[src/rtl/dtc.sv]
// dtc: digital-to-time converter, emits one pulse of dtc_in clock periods per trig rising edge
module dtc #(
   parameter int WIDTH = 8
) (
   input  logic             clk,
   input  logic             rst,
   input  logic [WIDTH-1:0] dtc_in,
   input  logic             trig,
   output logic             dtc_out
);
   typedef enum logic {IDLE, BUSY} state_t;
   state_t           state_q, state_d;
   logic [WIDTH-1:0] cnt_q, cnt_d;
   logic             trig_q, out_q, out_d, start_evt, load;
   assign start_evt = trig & ~trig_q;
   assign load      = (state_q == IDLE) & start_evt & (dtc_in != '0);
   always_ff @(posedge clk or negedge rst) begin
      if (!rst) begin
         state_q <= IDLE;
         cnt_q   <= '0;
         trig_q  <= 1'b0;
         out_q   <= 1'b0;
      end else begin
         state_q <= state_d;
         cnt_q   <= cnt_d;
         trig_q  <= trig;
         out_q   <= out_d;
      end
   end
   // code is latched only from IDLE, so BUSY ignores both trig and dtc_in
   always_comb begin
      state_d = (state_q == IDLE) ? (load ? BUSY : IDLE) : ((cnt_q == WIDTH'(1)) ? IDLE : BUSY);
      cnt_d   = load ? dtc_in : ((state_q == BUSY) ? cnt_q - WIDTH'(1) : cnt_q);
   end
   always_comb begin
      out_d = (state_d == BUSY);
   end
   assign dtc_out = out_q;
endmodule

[config.mk]
export PLATFORM = sky130hd
export DESIGN_NAME = dtc
export DESIGN_NICKNAME = d
export VERILOG_FILES = /design/src/rtl/dtc.sv
export SDC_FILE = /design/constraint.sdc
export NUM_CORES = 1
export LEC_CHECK = 0
export CAP_MARGIN = 10
export CORE_MARGIN = 4
export CORE_UTILIZATION = 46
export CTS_BUF_LIST = sky130_fd_sc_hd__clkbuf_4 sky130_fd_sc_hd__clkbuf_8
export CTS_CLUSTER_DIAMETER = 150
export DETAILED_ROUTE_END_ITERATION = 16
export GPL_TIMING_DRIVEN = 1
export PLACE_DENSITY = 0.84
export SYNTH_ARGS = -nofsm -noshare
export SYNTH_HDL_FRONTEND = slang
export SYNTH_SLANG_ARGS = --single-unit
[constraint.sdc]
create_clock -name clk -period 1.7 [get_ports clk]
set_input_delay 0.17 -clock clk [delete_from_list [all_inputs] [get_ports clk]]
set_output_delay 0.17 -clock clk [all_outputs]
set_load 0.03 [all_outputs]
==> results by group, run 1 <==
Status
  • Run status: completed

STA
  • Worst slew margin: 0.687
  • Setup violations, final: 0
  • Slew @ Worst Pin: 0.468 ns
  • Post-layout min period: 1.60 ns
  • Hold Vio Cnt, Final: 0
  • Minimum hold slack: 0.224 ns
  • Unrepaired setup endpoints after global routing: no
  • Setup WS post-layout: 0.103 ns
  • Period utilization: 0.940
  • Clock Skew: 0.000492 ns
  • Max Clk Rate: 626 MHz
  • Max-slew violation count: 0

Setup path
  • Max incr delay on CP: 0.56 ns
  • Critical path startpoint: cnt_q[3]$_DFFE_PN0P_
  • Top delay family on crit path: simple AND/OR/NAND/NOR gates
  • R2R depth: 4
  • Terminus of the critical flop-to-flop path: cnt_q[7]$_DFFE_PN0P_
  • WS Path Type: reg2reg
  • Crit path launch type: flip-flop
  • FF-to-FF setup slack: 0.10 ns
  • CP max FO: 2
  • Req. time, crit path: 1.85 ns
  • Crit path DAT: 1.75 ns
  • Crit-path slowest cell: or4_4
  • CP Cell Sequence: or4_4 > nor4_4 > xor2_1 > a221o_1
  • Worst path bufs/invs: 0
  • FF-to-FF Start: cnt_q[3]$_DFFE_PN0P_
  • CP Capture Type: flip-flop

Placed design
  • DP HPWL: 1.11 mm
  • IO buf count: 11
  • RD Place Congestion: 0.869
  • Pre-CTS WS: -0.171 ns
  • Cell Area, Placed: 783 um^2
  • Inst Count DP: 94

Logic synthesis
  • Flops & latches, synth: 10
  • Synth top area share: 0.412
  • Post-Syn Area: 608 um^2
  • Library cells used by synthesis: 32
  • Most common cell in the netlist: dfrtp_1
  • Mapped Avg Cell Area: 9.65 um^2
  • Synth Warn #: 0
  • EDFF count, synth: 0
  • Gate Count Post-Synth: 63
  • Yosys top cell by area: dfrtp_1
  • Most frequent cells after synthesis: dfrtp_1, nand2_1, a21oi_1
  • Ys async rst share: 1.00
  • Top cells by area, synth: dfrtp_1, nand2_1, ha_1
  • Register area share after synthesis: 0.412
  • Ys flop type: dfrtp_1
  • Mapped Nets: 76

Global routing
  • Vias in the first global route: 509
  • Largest net degree at the start of global routing: 16
  • Initial antenna violation count: 0
  • First-pass GRT wire length: 2.29 mm
  • Global route overflow: 0
  • GR Util All Layers: 0.162

Pwr
  • Comb power frac: 0.495
  • P_sw: 516 uW
  • Cell area power density: 1600 nW/um^2
  • Sequential power share: 0.341
  • Switching part of the total: 0.392
  • Pleak: 0.000344 uW
  • Clk network pwr share: 0.165
  • Total internal power: 800 uW
  • Worst IR Drop VDD: 0.000905 V

Cells and area
  • Fin util: 0.703
  • Antenna Cells: 0
  • Fin area: 823 um^2
  • Area Growth Syn to Fin: 35.4%
  • Layout net count: 98
  • Share of cells above drive strength 1: 0.214
  • Final cell count without fillers: 98
  • Fillers: 97

Floorplan
  • Initial Util: 0.519
  • # rows: 12
  • Core area: 1170 um^2
  • Die ar.: 1970 um^2
  • Ports: 12
  • Die outline width: 44.4 um
  • Die Y: 44.4 um

Drt
  • Routed vias: 551
  • Routed WL per cell: 14.7 um
  • Routed Antenna Nets: 0
  • DR iter-0 viols: 9
  • First drt pass iteration count: 4
  • DRC: 0
  • Routed vias/inst: 5.62
  • Final wirelength: 1.44 mm

Worst hold path
  • Tightest Hold Check Type: in2async

CTS
  • Sinks on Clock Net: 10
  • Clock tree buffer depth: 2
  • TritonCTS clock tree: done
  • Clock root cell: clkbuf_4
  • H-tree Lvls: 1
  • Post-CTS Setup Inserts: 0
  • TritonCTS buffer count: 3
  • Clk_lat worst skew: 0.26 ns
  • Clk pin slew, worst setup/hold paths: 0.07 ns

Run
  • Max_cap viols: 0
worst reg2reg max path, delay by kind of cell, from the launching register on:
kind,cells,cell delay (ns)
compound gates,1,0.29
simple gates,2,0.71
xor+xnor,1,0.09
flops,1,0.39
metal layers:
| layer | GRT usage | wire [um] |
|---|---|---|
| met1 | 0.205 | 691 |
| met2 | 0.250 | 690 |
| met3 | 0.0244 | 42 |
| met4 | 0.108 | 14 |
| met5 | 0 | 0 |
cell usage in the layout (no fill, tap or decap), types with 2 or more instances in the layout:
cell and n:
clkdlybuf4s50_1 11, dfrtp_1 10, buf_4 9, nand2_1 7, a21oi_1 4, inv_1 3, nand3_1 3, clkbuf_4 3
or4_1 2, nor2_1 2, o211ai_1 2, nor2b_1 2, o21ai_1 2, nand4_1 2, xor2_1 2, ha_1 2
power by group through the flow:
stage,clock [uW],combinational (uW),sequential [uW]
after floorplan,0,404,481
after global placement,0,622,446
after detailed placement,0,645,451
after CTS,221,649,448
after global routing,224,730,463
final,217,651,448
cell families after synthesis:
logic type,Yosys count,share of synthesized area
flip-flops,10,0.412
buffers and inverters,6,0.0514
adder cells (fa/ha/maj),2,0.0411
XOR/XNOR,3,0.0432
AND/OR/NAND/NOR,28,0.302
AO/OA/AOI/OAI,14,0.150
worst max-delay path by stage:
stage	endpoint	slack, ns	cells after the start
global route	cnt_q[0]$_DFFE_PN0P_	0.04	6
detailed placement	cnt_q[0]$_DFFE_PN0P_	-0.17	6
floorplan	cnt_q[7]$_DFFE_PN0P_	0.06	5
global placement	cnt_q[2]$_DFFE_PN0P_	-0.09	6
CTS	cnt_q[7]$_DFFE_PN0P_	0.09	4
finish	cnt_q[7]$_DFFE_PN0P_	0.10	4
flip-flops by register name (all words and copies together) (netlist names):
name	cells
trig_q	1
dtc_out	1
cnt_q	8
through the flow:
step / setup TNS [ns] / power, uW
2_1_floorplan: 0 / 885
3_3_place_gp: -0.522 / 1070
3_5_place_dp: -1.16 / 1100
4_1_cts: 0 / 1320
5_1_grt: 0 / 1420
6_report: 0 / 1320
what timing repair did:
item / in CTS / in global routing
gates resized for setup: 0 / 1
hold buffers: 0 / 0
setup endpoints to repair: 0 / 1
area by class of cell:
cell class / count / area [um^2] / share of cell area
Clock buffer: 4 / 36.3 / 0.0441
Inverter: 3 / 11.3 / 0.0137
Multi-Input combinational cell: 47 / 330 / 0.401
Sequential cell: 10 / 250 / 0.304
Tap cell: 14 / 17.5 / 0.0213
Timing Repair Buffer: 20 / 178 / 0.216
Note: power is estimated with default switching activity, not from simulation.
==> inputs of run 2 (changes only) <==
==> config.mk (replaced) <==
export PLATFORM = sky130hd
export DESIGN_NAME = dtc
export DESIGN_NICKNAME = d
export VERILOG_FILES = /design/src/rtl/dtc.sv
export SDC_FILE = /design/constraint.sdc
export NUM_CORES = 1
export LEC_CHECK = 0
export CAP_MARGIN = 25
export CORE_MARGIN = 4
export CORE_UTILIZATION = 30
export CTS_BUF_LIST = sky130_fd_sc_hd__clkbuf_4 sky130_fd_sc_hd__clkbuf_8
export CTS_CLUSTER_DIAMETER = 150
export DETAILED_ROUTE_END_ITERATION = 16
export GPL_TIMING_DRIVEN = 1
export PLACE_DENSITY = 0.62
export SYNTH_ARGS = -nofsm -noshare
export SYNTH_HDL_FRONTEND = slang
export SYNTH_SLANG_ARGS = --single-unit
==> results by group, run 2 (synthesized netlist as in run 1, its figures left out) <==
Setup path
  • WS Path Type: reg2reg
  • Crit path launch type: flip-flop
  • R2R depth: 4 (unchanged)
  • CP max FO: 2 (unchanged)
  • Crit path DAT: 1.75 ns (about the same)
  • FF-to-FF Start: cnt_q[3]$_DFFE_PN0P_
  • Req. time, crit path: 1.85 ns (about the same)
  • CP Capture Type: flip-flop
  • Terminus of the critical flop-to-flop path: cnt_q[7]$_DFFE_PN0P_
  • FF-to-FF setup slack: 0.10 ns (about the same)

CTS
  • Clk pin slew, worst setup/hold paths: 0.07 ns (about the same)
  • H-tree Lvls: 1 (unchanged)
  • Post-CTS Setup Inserts: 0 (unchanged)
  • Clk_lat worst skew: 0.27 ns (about the same)
  • TritonCTS clock tree: done
  • CTS hold repair buffers: 0 (unchanged)
  • Clock tree buffer depth: 2 (unchanged)
  • Post_cts resized: 0 (unchanged)
  • Clock root cell: clkbuf_4
  • Sinks on Clock Net: 10 (unchanged)
  • TritonCTS buffer count: 3 (unchanged)

Cells and area
  • Most common cell after layout, fill and taps aside: clkdlybuf4s50_1
  • Area Growth Syn to Fin: 37.4%
  • Fin util: 0.430 (-0.273)
  • Layout net count: 98 (unchanged)
  • FF+latch area: 250 um^2 (unchanged)
  • Most frequent cells in the layout: clkdlybuf4s50_1, dfrtp_1, buf_4
  • Fillers: 192 (+98%)
  • Antenna Cells: 0 (unchanged)
  • Largest register by flop count: cnt_q
  • Share of cells above drive strength 1: 0.202 (-0.0119)
  • Area of the multi-input gates: 327 um^2 (-1.1%)
  • Number of flip-flops in the largest register: 8 (unchanged)

Global routing
  • Global route overflow: 0 (unchanged)
  • First-pass GRT wire length: 2.35 mm (+2.7%)
  • Initial antenna violation count: 0 (unchanged)
  • Largest net degree at the start of global routing: 16 (unchanged)
  • Vias in the first global route: 541 (+6.3%)
  • GR Util All Layers: 0.122 (-0.0392)

Pwr
  • Pleak: 0.000344 uW (about the same)
  • Worst IR Drop VDD: 0.000741 V (-18%)
  • Comb power frac: 0.494 (about the same)
  • Sequential power share: 0.342 (about the same)
  • P_sw: 512 uW (-0.78%)
  • Cell area power density: 1570 nW/um^2 (-1.9%)
  • Switching part of the total: 0.391 (-0.00156)
  • Total power: 1310 uW (-0.39%)
  • Total internal power: 799 uW (-0.13%)
  • Clk network pwr share: 0.164 (about the same)

Drt
  • Routed vias: 547 (-0.73%)
  • Routed vias/inst: 4.93 (-12%)
  • DR iter-0 viols: 13 (+4)
  • Routed Antenna Nets: 0 (unchanged)
  • Final wirelength: 1.41 mm (-2.2%)
  • DRC: 0 (unchanged)
  • First drt pass iteration count: 4 (unchanged)
  • Routed WL per cell: 12.7 um (-14%)

STA
  • Setup TNS: 0 ns (unchanged)
  • Clock Skew: 0.00325 ns (+0.00276 ns)
  • Worst slew margin: 0.698 (+0.0109)
  • Hold Vio Cnt, Final: 0 (unchanged)
  • Setup violations, final: 0 (unchanged)
  • Unrepaired setup endpoints after global routing: no
  • Period utilization: 0.939 (about the same)
  • Slew @ Worst Pin: 0.451 ns (-0.0163 ns)
  • Max-slew violation count: 0 (unchanged)
  • Post-layout min period: 1.60 ns (-0.00145 ns)
  • Max Clk Rate: 627 MHz (about the same)

Floorplan
  • Die Y: 53.0 um (+20%)
  • Die outline width: 53.0 um (+20%)
  • # rows: 16 (+4)
  • Ports: 12 (unchanged)
  • Initial Util: 0.313 (-0.206)
  • Die ar.: 2810 um^2 (+43%)
  • Core area: 1940 um^2 (+66%)

Placed design
  • IO buf count: 11 (unchanged)
  • RD Place Congestion: 0.779 (-10%)
  • DP HPWL: 1.12 mm (+0.81%)

Run
  • Max_cap viols: 0 (unchanged)

Worst hold path
  • Tightest Hold Check Type: in2async

Status
  • Run status: completed
==> run 2: area by class of cell <==
cell class,instances,area share
multi-input cells,47,0.391
flip-flops and latches,10,0.299
repair buffers,20,0.213
clock buffers,4,0.0434
well taps,27,0.0404
inverters,3,0.0135
==> run 2: worst max path at each step <==
stage                     slack, ns              endpoint  cells past startpoint                 start
after CTS                      0.09  cnt_q[7]$_DFFE_PN0P_                      4  cnt_q[3]$_DFFE_PN0P_
after global placement        -0.11  cnt_q[4]$_DFFE_PN0P_                      6             dtc_in[4]
after floorplan                0.06  cnt_q[7]$_DFFE_PN0P_                      5  cnt_q[2]$_DFFE_PN0P_
final                          0.10  cnt_q[7]$_DFFE_PN0P_                      4  cnt_q[3]$_DFFE_PN0P_
after global routing          0.003  cnt_q[4]$_DFFE_PN0P_                      6  cnt_q[1]$_DFFE_PN0P_
after detailed placement      -0.09  cnt_q[2]$_DFFE_PN0P_                      6             dtc_in[4]
==> run 2: through the flow <==
stage	hold WS, ns	cell area (um^2)	setup slack [ns]	cells
floorplan	-0.126	608	0.0643	63
global placement	0.526	800	-0.106	107
detailed placement	0.530	800	-0.0877	107
CTS	0.229	836	0.0865	111
global route	0.253	836	0.00302	111
finish	0.213	836	0.104	111
==> run 2: per-layer routing <==
metal | vias to the layer above | share of wire | global-route usage
met5 | - | 0 | 0
met4 | 0 | 0.011 | 0.0511
met3 | 4 | 0.056 | 0.0592
met2 | 13 | 0.48 | 0.186
met1 | 256 | 0.45 | 0.146
li1 | 274 | - | -
==> run 2: worst max-delay path: stages, from the launching register on <==
cell     delay, ns
dfrtp_1       0.38
or4_4         0.56
nor4_4        0.15
xor2_1        0.09
a221o_1       0.29
==> run 2: power by group through the flow <==
stage	combinational, uW	clock [uW]	sequential [uW]
3_3_place_gp	642	0	451
6_report	648	215	448
4_1_cts	651	225	450
3_5_place_dp	649	0	454
2_1_floorplan	404	0	481
5_1_grt	724	241	463
==> inputs of run 3 (changes only) <==
--- a/config.mk
+++ b/config.mk
@@ -7,12 +7,12 @@
 export LEC_CHECK = 0
 export CAP_MARGIN = 25
 export CORE_MARGIN = 4
-export CORE_UTILIZATION = 30
+export CORE_UTILIZATION = 38
 export CTS_BUF_LIST = sky130_fd_sc_hd__clkbuf_4 sky130_fd_sc_hd__clkbuf_8
 export CTS_CLUSTER_DIAMETER = 150
 export DETAILED_ROUTE_END_ITERATION = 16
 export GPL_TIMING_DRIVEN = 1
-export PLACE_DENSITY = 0.62
+export PLACE_DENSITY = 0.73
 export SYNTH_ARGS = -nofsm -noshare
 export SYNTH_HDL_FRONTEND = slang
 export SYNTH_SLANG_ARGS = --single-unit
==> results by group, run 3 (synthesized netlist as in run 1, its figures left out) <==
Floorplan
  • Core area: 1510 um^2 (-22%)
  • # rows: 14 (-2)
  • Die Y: 48 um (-9.5%)
  • Initial Util: 0.404 (+0.0905)
  • Die outline width: 48 um (-9.5%)
  • Die ar.: 2300 um^2 (-18%)
  • Ports: 12 (unchanged)

Drt
  • Routed vias: 556 (+1.6%)
  • Wire length on met3: 62 um (-22%)
  • First drt pass iteration count: 5 (+1)
  • Met2 WL post-DR: 728 um (+8.0%)
  • Max Used Layer: met4
  • Routed vias/inst: 5.56 (+13%)
  • Wl on met1: 593 um (-6.8%)
  • Routed Antenna Nets: 0 (unchanged)
  • Final wirelength: 1.40 mm (-0.85%)
  • DRC: 0 (unchanged)
  • DR iter-0 viols: 8 (-5)
  • Routed WL per cell: 14.0 um (+10%)

Cells and area
  • Number of flip-flops in the largest register: 8 (unchanged)
  • Largest register by flop count: cnt_q
  • Share of cells above drive strength 1: 0.202 (unchanged)
  • Most frequent cells in the layout: dfrtp_1, clkdlybuf4s50_1, buf_4
  • Fin util: 0.547 (+0.117)
  • Fin area: 825 um^2 (-1.3%)
  • Antenna Cells: 0 (unchanged)
  • Final cell count without fillers: 100 (-9.9%)
  • Area Growth Syn to Fin: 35.6%
  • Layout net count: 98 (unchanged)

STA
  • Setup WS post-layout: 0.0827 ns (-0.0214 ns)
  • Unrepaired setup endpoints after global routing: no
  • Clock Skew: 0.00164 ns (-0.00161 ns)
  • Hold Vio Cnt, Final: 0 (unchanged)
  • Worst slew margin: 0.689 (-0.00906)
  • Slew @ Worst Pin: 0.465 ns (+0.0136 ns)
  • Setup violations, final: 0 (unchanged)
  • Period utilization: 0.951 (+0.0126)
  • Minimum hold slack: 0.221 ns (+0.00764 ns)
  • Post-layout min period: 1.62 ns (+0.0214 ns)
  • Max Clk Rate: 618 MHz (-1.3%)
  • Max-slew violation count: 0 (unchanged)

Global routing
  • Initial antenna violation count: 0 (unchanged)
  • GR Util All Layers: 0.146 (+0.0239)
  • Global route overflow: 0 (unchanged)
  • First-pass GRT wire length: 2.21 mm (-5.9%)
  • Largest net degree at the start of global routing: 12 (-4)
  • Vias in the first global route: 504 (-6.8%)

Worst hold path
  • Tightest Hold Check Type: in2async

CTS
  • CTS hold repair buffers: 0 (unchanged)
  • Clk pin slew, worst setup/hold paths: 0.07 ns (about the same)
  • TritonCTS clock tree: done
  • Clock root cell: clkbuf_4
  • TritonCTS buffer count: 3 (unchanged)
  • H-tree Lvls: 1 (unchanged)
  • Sinks on Clock Net: 10 (unchanged)
  • Clk_lat worst skew: 0.27 ns (about the same)
  • Post-CTS Setup Inserts: 0 (unchanged)
  • Post_cts resized: 0 (unchanged)
  • Clock tree buffer depth: 2 (unchanged)

Setup path
  • Crit path DAT: 1.77 ns (+0.02 ns)
  • Crit path launch type: flip-flop
  • CP Capture Type: flip-flop
  • CP max FO: 2 (unchanged)
  • Req. time, crit path: 1.85 ns (about the same)
  • WS Path Type: reg2reg

Placed design
  • Pre-CTS WS: -0.125 ns (-0.0373 ns)
  • DP HPWL: 1.08 mm (-2.9%)
  • Inst Count DP: 96 (-10%)
  • Cell Area, Placed: 786 um^2 (-1.7%)
  • IO buf count: 11 (unchanged)
  • RD Place Congestion: 0.837 (+7.4%)

Pwr
  • Worst IR Drop VDD: 0.000778 V (+5.0%)
  • Cell area power density: 1590 nW/um^2 (+1.4%)
  • Pleak: 0.000346 uW (+0.60%)

Status
  • Run status: completed

Run
  • Max_cap viols: 0 (unchanged)
run 3: cell type report:
| type | count | area, um^2 |
|---|---|---|
| fillers | 142 | 682 |
| multi-input cells | 47 | 327 |
| flip-flops and latches | 10 | 250 |
| repair buffers | 20 | 180 |
| clock buffers | 4 | 36.3 |
| well taps | 16 | 20.0 |
| inverters | 3 | 11.3 |
run 3: through the flow:
stage               setup TNS (ns)  power [uW]
floorplan                        0         885
global placement            -0.492        1080
global route                     0        1430
CTS                              0        1320
detailed placement          -0.784        1090
finish                           0        1310
run 3: report_power, final:
group / internal (uW) / switching (uW)
registers: 348 / 126
clock network: 130 / 85.1
logic: 317 / 305
run 3: final timing paths:
| path | startpoint | endpoint | slack [ns] | depth (start not counted) |
|---|---|---|---|---|
| max | cnt_q[3]$_DFFE_PN0P_ | cnt_q[7]$_DFFE_PN0P_ | 0.08 | 4 |
| min | rst | cnt_q[6]$_DFFE_PN0P_ | 0.22 | 1 |
| max reg2reg | cnt_q[3]$_DFFE_PN0P_ | cnt_q[7]$_DFFE_PN0P_ | 0.08 | 4 |
| min reg2reg | cnt_q[5]$_DFFE_PN0P_ | cnt_q[5]$_DFFE_PN0P_ | 0.54 | 1 |
| max in group asynchronous | rst | cnt_q[2]$_DFFE_PN0P_ | 1.16 | 1 |
| min in group clk | trig | trig_q$_DFF_PN0_ | 0.36 | 1 |
run 3: metal layers:
layer / vias to the layer above / GRT usage
met2: 13 / 0.235
met4: 0 / 0.0645
met1: 266 / 0.165
met5: - / 0
li1: 275 / -
met3: 2 / 0.0677
run 3: worst max-delay path: stages (launching register included):
cell and delay, ns:
dfrtp_1 0.38, or4_4 0.57, nor4_4 0.16, xor2_1 0.10
a221o_1 0.30
